$ cat src/rtl/byte_permutation_pkg.sv
// Shared constants for the AES ShiftRows byte permutation block.
// Holds block geometry, the fixed permutation table and bank identifiers.
package byte_permutation_pkg;

    localparam int unsigned BLOCK_BYTES = 16;
    localparam int unsigned BYTE_W      = 8;

    // Output byte k of a block takes input byte PERM[k] (column-major ShiftRows).
    localparam logic [3:0] PERM [BLOCK_BYTES] = '{
        4'd0,  4'd5,  4'd10, 4'd15,
        4'd4,  4'd9,  4'd14, 4'd3,
        4'd8,  4'd13, 4'd2,  4'd7,
        4'd12, 4'd1,  4'd6,  4'd11
    };

    typedef enum logic {
        BANK_A = 1'b0,
        BANK_B = 1'b1
    } bank_sel_t;

    function automatic logic [3:0] perm_idx(input logic [3:0] k);
        return PERM[k];
    endfunction

endpackage

$ cat src/rtl/byte_bank.sv
// 16x8 register file with asynchronous clear, one write port and one
// combinational read port.
module byte_bank
    import byte_permutation_pkg::*;
(
    input  logic                clk,
    input  logic                rst,
    input  logic                we,
    input  logic [3:0]          waddr,
    input  logic [BYTE_W-1:0]   wdata,
    input  logic [3:0]          raddr,
    output logic [BYTE_W-1:0]   rdata
);

    logic [BYTE_W-1:0] mem [BLOCK_BYTES];

    always_ff @(posedge clk or posedge rst) begin
        if (rst) begin
            for (int unsigned i = 0; i < BLOCK_BYTES; i++) begin
                mem[i] <= '0;
            end
        end else if (we) begin
            mem[waddr] <= wdata;
        end
    end

    assign rdata = mem[raddr];

endmodule

$ cat src/rtl/byte_permutation.sv
// Free-running AES ShiftRows permuter: ping-pong banks give a fixed
// 16-cycle latency from byte 0 of a block in to byte 0 of it out.
module byte_permutation
    import byte_permutation_pkg::*;
(
    input  logic        clk,
    input  logic        rst,
    input  logic [7:0]  data_in,
    output logic [7:0]  data_out
);

    logic [3:0]        cnt;
    bank_sel_t         bank_sel;
    logic [3:0]        rd_idx;
    logic              we_a;
    logic              we_b;
    logic [BYTE_W-1:0] rdata_a;
    logic [BYTE_W-1:0] rdata_b;
    logic [BYTE_W-1:0] rd_byte;

    always_ff @(posedge clk or posedge rst) begin
        if (rst) begin
            cnt      <= '0;
            bank_sel <= BANK_A;
        end else begin
            cnt <= cnt + 4'd1;
            if (cnt == 4'(BLOCK_BYTES - 1)) begin
                bank_sel <= (bank_sel == BANK_A) ? BANK_B : BANK_A;
            end
        end
    end

    // Active bank is written at slot cnt; the other bank holds the previous
    // block and is read in permuted order.
    always_comb begin
        rd_idx  = perm_idx(cnt);
        we_a    = (bank_sel == BANK_A);
        we_b    = (bank_sel == BANK_B);
        rd_byte = (bank_sel == BANK_A) ? rdata_b : rdata_a;
    end

    byte_bank u_bank_a (
        .clk   (clk),
        .rst   (rst),
        .we    (we_a),
        .waddr (cnt),
        .wdata (data_in),
        .raddr (rd_idx),
        .rdata (rdata_a)
    );

    byte_bank u_bank_b (
        .clk   (clk),
        .rst   (rst),
        .we    (we_b),
        .waddr (cnt),
        .wdata (data_in),
        .raddr (rd_idx),
        .rdata (rdata_b)
    );

    always_ff @(posedge clk or posedge rst) begin
        if (rst) begin
            data_out <= '0;
        end else begin
            data_out <= rd_byte;
        end
    end

endmodule

$ cat config.mk
export PLATFORM = sky130hd
export DESIGN_NAME = byte_permutation
export DESIGN_NICKNAME = d
export VERILOG_FILES = /design/src/rtl/byte_permutation_pkg.sv /design/src/rtl/byte_bank.sv /design/src/rtl/byte_permutation.sv
export SDC_FILE = /design/constraint.sdc
export NUM_CORES = 1
export LEC_CHECK = 0
export ABC_AREA = 1
export BUFFER_PORTS_ARGS = -buffer_cell sky130_fd_sc_hd__buf_2
export CAP_MARGIN = 20
export CORE_AREA = 3 3 145 147
export DETAILED_ROUTE_END_ITERATION = 8
export DIE_AREA = 0 0 148 150
export GPL_TIMING_DRIVEN = 0
export PLACE_DENSITY = 0.83
export SYNTH_ARGS = -nofsm -noshare
export SYNTH_HDL_FRONTEND = slang
export SYNTH_SLANG_ARGS = --single-unit
$ cat constraint.sdc
create_clock -name clk -period 18.1 [get_ports clk]
set_input_delay 3.62 -clock clk [delete_from_list [all_inputs] [get_ports clk]]
set_output_delay 3.62 -clock clk [all_outputs]
set_load 0.05 [all_outputs]
==> results of run 1 <==
==> cell type report <==
class | instances | area share (%)
Timing Repair Buffer | 19 | 0.985
Clock inverter | 7 | 0.422
Buffer | 113 | 3.46
Multi-Input combinational cell | 1142 | 34.6
Sequential cell | 269 | 47.3
Tap cell | 270 | 2.37
Clock buffer | 42 | 6.08
Inverter | 178 | 4.75
==> power by group <==
group | internal (mW) | total, mW | switching (mW)
logic | 0.0251 | 0.0842 | 0.0591
registers | 0.632 | 0.648 | 0.0169
clock network | 0.341 | 0.577 | 0.236
total | 0.998 | 1.31 | 0.312
==> how the worst min path moves through the flow <==
stage / slack [ps] / startpoint / to / depth (start not counted)
6_report: 480 / u_bank_a.mem[25] / u_bank_a.mem[25] / 2
5_1_grt: 500 / u_bank_a.mem[58] / u_bank_a.mem[58] / 2
4_1_cts: 490 / u_bank_b.mem[38] / u_bank_b.mem[38] / 2
3_5_place_dp: 470 / u_bank_b.mem[22] / u_bank_b.mem[22] / 2
3_3_place_gp: 470 / u_bank_b.mem[9] / u_bank_b.mem[9] / 2
2_1_floorplan: 450 / u_bank_a.mem[112] / u_bank_a.mem[112] / 2
==> through the flow <==
stage               utilization (%)  hold WS (ps)  setup slack [ps]  power [mW]  cells
CTS                            71.0           487             13350        1.31   2040
global placement               66.1           465              4490       0.736   1989
finish                         71.0           484             13360        1.31   2040
detailed placement             66.4           472             13060       0.741   1991
global route                   71.0           502             13320        1.35   2040
floorplan                         -           453              7070       0.712   1702
==> kinds of logic after synthesis <==
kind of cell	share of synthesized area (%)
buf+inv	9.05
flops	52.5
xor+xnor	0.273
fa+ha+maj	0.390
compound gates	10.1
simple gates	27.7
==> state kept, by name, summed over array words and instances (netlist names) <==
register and count:
bank_sel 1, cnt 4, data_out 8, u_bank_a.mem 128, u_bank_b.mem 128
==> per-layer routing <==
metal  up-vias  GRT usage (%)  part of all wire (%)
met5         -              0                     0
met4         0           16.3                   5.2
met3       139           6.00                   9.9
met2       660           53.8                    45
met1      5517           48.0                    40
li1       5435              -                     -
==> layout by cell type (no fill, tap or decap) <==
cell type  count
nand2_1      668
dfrtp_1      269
o21ai_0      259
nand3_1      199
inv_1        177
clkbuf_1      66
buf_2         59
clkbuf_16     29
clkbuf_8       9
buf_1          6
clkinv_2       6
nor2_1         5
ha_1           4
xor2_1         3
buf_4          2
buf_16         2
buf_6          1
nor2_2         1
nor3_1         1
nor2_4         1
xnor2_1        1
inv_8          1
bufinv_16      1
==> worst min-delay path: cells and delay by family, from the launching register on <==
family,cells,cell delay (ps)
compound gates,1,60
flops,1,340
simple gates,1,50
==> impl_metrics.env, run 1 <==
export IMPL_status="finished clean"
export IMPL_nets=1765
export IMPL_max_vdd_ir_drop_uv=80.3
export IMPL_cts_tree="yes"
export IMPL_gp_congestion=1.02
export IMPL_startpoint="data_out[4]"
export IMPL_worst_pin_slew_ps=819
export IMPL_fin_tns_setup_ps=0
export IMPL_crit_type="register to primary output"
export IMPL_cts_buffers=28
export IMPL_synth_top_area_share_pct=52.5
export IMPL_grt_total_usage_pct=34.7
export IMPL_cp_required_ps=14480
export IMPL_path_cells="buf_2"
export IMPL_finish_instance_area_sq_um=14200
export IMPL_ant_nets=0
export IMPL_synth_most_common_cell="nand2_1"
export IMPL_die_h_um=150
export IMPL_fillers=1623
export IMPL_synth_edff_count=0
export IMPL_die_area_sq_um=22200
export IMPL_drtIter0Drc=1227
export IMPL_clock_latency_ps=540
export IMPL_r2r_start="cnt[1]"
export IMPL_crit_slowest_cell="dfrtp_1"
export IMPL_cp_data_arrival_time_ps=1120
export IMPL_synthCells=1702
export IMPL_slowest_delay_ps=330
export IMPL_antenna_cells=0
export IMPL_endpoint_kind="primary output"
export IMPL_synth_nets=1716
export IMPL_r2r_end="u_bank_a.mem[25]"
export IMPL_timing_final_crit_share_pct=26.2
export IMPL_port_buffers=17
export IMPL_slew_headroom_pct=45.4
export IMPL_r2r_worst_path_cells=10
export IMPL_ios=18
export IMPL_drive_gt1_share_pct=6.33
export IMPL_ctsHoldBuffers=0
export IMPL_drv_cap=0
export IMPL_synth_avg_cell_area_sq_um=7.53
export IMPL_synth_distinct_cells=17
export IMPL_p_per_area_nw_per_um2=92.1
export IMPL_fmax_mhz=211
export IMPL_clock_sinks=269
export IMPL_cts_htree_levels=1
export IMPL_reg2reg_slack_ps=14810
export IMPL_via_per_inst=5.76
export IMPL_finalCriticalPeriod_ps=4740
export IMPL_area_growth_pct=11.0
export IMPL_root_buffer="clkbuf_16"
export IMPL_placed_cell_area_sq_um=13300
export IMPL_hpwl_mm=26.1
export IMPL_ys_warnings_count=0
export IMPL_die_w_um=148
export IMPL_cts_resized=0
export IMPL_clockBufferDepth=3
export IMPL_worstSetupEndpoint="data_out[4]"
export IMPL_grt_pass1_wl_mm=59.9
export IMPL_postCtsSetupBuffers=0
export IMPL_async_reset_ff_share_pct=100
export IMPL_hp_class="register to register"
export IMPL_clkSlewWorstSetupHoldPaths_ps=60
export IMPL_path_depth=1
export IMPL_synth_seq_area_share_pct=52.5
export IMPL_grt_pass1_vias=11100
export IMPL_finalHoldViolCount=0
export IMPL_finClkSkew_ps=13.3
export IMPL_drc=0
export IMPL_routed_wl_mm=37.7
export IMPL_ys_top_cells_by_count="nand2_1 (668), dfrtp_1 (269), o21ai_0 (259)"
export IMPL_power_leakage_nw=7.62
export IMPL_row_count=52
export IMPL_synth_area_sq_um=12800
export IMPL_synth_top_area_cell="dfrtp_1"
export IMPL_ys_seq_elements=269
export IMPL_register_area_sq_um=6730
export IMPL_critPathLaunchType="register"
export IMPL_critPathBufInv=1
export IMPL_crit_fanout=1
export IMPL_first_pass_iters=6
export IMPL_antenna_found_initial=0
export IMPL_ys_flop_type="dfrtp_1"
export IMPL_rsz0062_at_grt="no"
export IMPL_setup_viol=0
export IMPL_synth_area_leaders="dfrtp_1 (53%), nand2_1 (20%), o21ai_0 (10%)"
export IMPL_core_area_sq_um=20000
export IMPL_multi_input_area_sq_um=4930
export IMPL_start_util_pct=64.0
export IMPL_slew_violations=0
export IMPL_dr_total_vias=11800
export IMPL_grt_max_degree=118
export IMPL_crit_family="flip-flops"
export IMPL_wl_per_cell_um=18.5
export IMPL_grt_ovfl_total=0
Power figures use the tool's default switching activity.
==> inputs of run 2 (changes only) <==
--- a/config.mk
+++ b/config.mk
@@ -8,11 +8,11 @@
 export ABC_AREA = 1
 export BUFFER_PORTS_ARGS = -buffer_cell sky130_fd_sc_hd__buf_2
 export CAP_MARGIN = 20
-export CORE_AREA = 3 3 145 147
+export CORE_AREA = 3 3 147 149
 export DETAILED_ROUTE_END_ITERATION = 8
-export DIE_AREA = 0 0 148 150
+export DIE_AREA = 0 0 150 152
 export GPL_TIMING_DRIVEN = 0
-export PLACE_DENSITY = 0.83
+export PLACE_DENSITY = 0.81
 export SYNTH_ARGS = -nofsm -noshare
 export SYNTH_HDL_FRONTEND = slang
 export SYNTH_SLANG_ARGS = --single-unit
==> constraint.sdc (replaced) <==
create_clock -name clk -period 4.4 [get_ports clk]
set_input_delay 0.88 -clock clk [delete_from_list [all_inputs] [get_ports clk]]
set_output_delay 0.88 -clock clk [all_outputs]
set_load 0.05 [all_outputs]
==> impl_metrics.env, run 2 (same netlist as run 1, synthesis figures left out) <==
export IMPL_fin_tns_setup_ps=0
export IMPL_postCtsSetupBuffers=0
export IMPL_hp_class="primary input to asynchronous set/reset pin"
export IMPL_path_cells="inv_1 > buf_2 > buf_1 > ha_1 > inv_1 > nor2_1 > nand2_1 > clkbuf_1 > nand2_1 > o21ai_0"
export IMPL_slew_violations=0
export IMPL_crit_type="register to register"
export IMPL_antenna_found_initial=0
export IMPL_finish_instance_area_sq_um=14300
export IMPL_hpwl_mm=26.7
export IMPL_core_area_sq_um=20300
export IMPL_first_pass_iters=6
export IMPL_die_h_um=152
export IMPL_start_util_pct=63.1
export IMPL_max_vdd_ir_drop_uv=304
export IMPL_ant_nets=0
export IMPL_routed_wl_mm=38.1
export IMPL_r2r_start="cnt[1]"
export IMPL_finClkSkew_ps=18.3
export IMPL_worst_pin_slew_ps=824
export IMPL_rsz0062_at_grt="no"
export IMPL_finalPower_mw=5.38
export IMPL_drv_cap=0
export IMPL_clockBufferDepth=3
export IMPL_status="finished clean"
export IMPL_clkSlewWorstSetupHoldPaths_ps=70
export IMPL_ios=18
export IMPL_reg2reg_slack_ps=1100
export IMPL_drive_gt1_share_pct=6.43
export IMPL_finalCriticalPeriod_ps=3300
export IMPL_top_regs="u_bank_a.mem x128, u_bank_b.mem x128, data_out x8"
export IMPL_slew_headroom_pct=45.1
export IMPL_gp_congestion=0.990
export IMPL_dr_total_vias=11700
export IMPL_placed_cell_area_sq_um=13400
export IMPL_via_per_inst=5.71
export IMPL_grt_ovfl_total=0
export IMPL_most_common_layout_cells="nand2_1 (668), dfrtp_1 (269), o21ai_0 (259), nand3_1 (199), inv_1 (177)"
export IMPL_die_w_um=150
export IMPL_fmax_mhz=303
export IMPL_fillers=1692
export IMPL_nets=1770
export IMPL_cts_tree="yes"
export IMPL_cts_resized=0
export IMPL_crit_fanout=11
export IMPL_drc=0
export IMPL_drtIter0Drc=1468
export IMPL_r2r_worst_path_cells=10
export IMPL_ctsHoldBuffers=0
export IMPL_critPathLaunchType="register"
export IMPL_final_common_cell="nand2_1"
export IMPL_grt_pass1_wl_mm=60.2
export IMPL_crit_family="buffers and inverters"
export IMPL_p_per_area_nw_per_um2=376
export IMPL_endpoint_kind="register"
export IMPL_clock_latency_ps=570
export IMPL_wl_per_cell_um=18.6
export IMPL_cts_buffers=28
export IMPL_timing_final_crit_share_pct=74.9
export IMPL_fin_hold_ws_ps=454
export IMPL_finalHoldViolCount=0
export IMPL_power_leakage_nw=7.64
export IMPL_cts_htree_levels=1
export IMPL_antenna_cells=0
export IMPL_port_buffers=17
export IMPL_grt_pass1_vias=10900
export IMPL_cp_required_ps=4800
export IMPL_crit_slowest_cell="ha_1"
export IMPL_setup_viol=0
export IMPL_area_growth_pct=11.5
export IMPL_grt_total_usage_pct=33.8
export IMPL_critPathBufInv=5
export IMPL_row_count=52
export IMPL_grt_max_degree=44
export IMPL_root_buffer="clkbuf_16"
export IMPL_slowest_delay_ps=650
export IMPL_clock_sinks=269
export IMPL_r2r_end="u_bank_a.mem[24]"
export IMPL_die_area_sq_um=22800
export IMPL_cp_data_arrival_time_ps=3700
==> run 2: changes by cell type in the layout (fill, tap and decap cells not counted), sizes merged <==
cell,delta
inv,-1
bufinv,+1
clkinv,+1
clkbuf,-3
buf,+5
clkinvlp,+1
==> run 2: cell type report <==
type                            instances  area (sq um)  area share (%)
Multi-Input combinational cell       1142          4930            34.5
Sequential cell                       269          6730            47.1
Timing Repair Buffer                   24           233            1.63
Buffer                                113           492            3.44
Clock buffer                           39           792            5.54
Tap cell                              270           338            2.36
Clock inverter                          9           106           0.744
Inverter                              178           672            4.70
==> run 2: worst max-delay path by stage <==
stage                     startpoint          endpoint  slack (ps)  depth (start not counted)
after floorplan                  rst          bank_sel         -30                          1
after global placement           rst  u_bank_a.mem[25]       -1480                          2
after detailed placement      cnt[1]  u_bank_a.mem[21]        1230                          9
after CTS                     cnt[1]  u_bank_a.mem[21]        1160                          9
after global routing          cnt[1]  u_bank_a.mem[21]        1030                          9
final                         cnt[1]  u_bank_a.mem[24]        1100                         10
==> run 2: worst register-to-register path: cells and delay by family (launching register included) <==
| family | cells | cell delay (ps) |
|---|---|---|
| buf+inv | 5 | 1380 |
| fa+ha+maj | 1 | 650 |
| simple gates | 3 | 600 |
| flops | 1 | 420 |
| compound gates | 1 | 80 |
==> run 2: stage by stage <==
stage          utilization [%]  cells  worst slack [ps]
2_1_floorplan                -   1702             -33.5
3_3_place_gp              65.2   1989             -1480
3_5_place_dp              66.0   1996              1230
4_1_cts                   70.4   2044              1160
5_1_grt                   70.4   2044              1030
6_report                  70.4   2044              1100
==> run 2: power by group <==
part / internal, mW / total (mW) / switching (mW)
clock: 1.36 / 2.36 / 0.995
sequential: 2.60 / 2.67 / 0.0681
combinational: 0.111 / 0.354 / 0.242
total: 4.07 / 5.38 / 1.31
==> run 2: per-layer routing <==
layer / up-vias / GRT usage [%] / wire length, um
li1: 5446 / - / -
met1: 5489 / 48.4 / 15600
met2: 609 / 52.0 / 17100
met3: 118 / 6.05 / 3610
met4: 0 / 12.7 / 1770
met5: - / 0 / 0
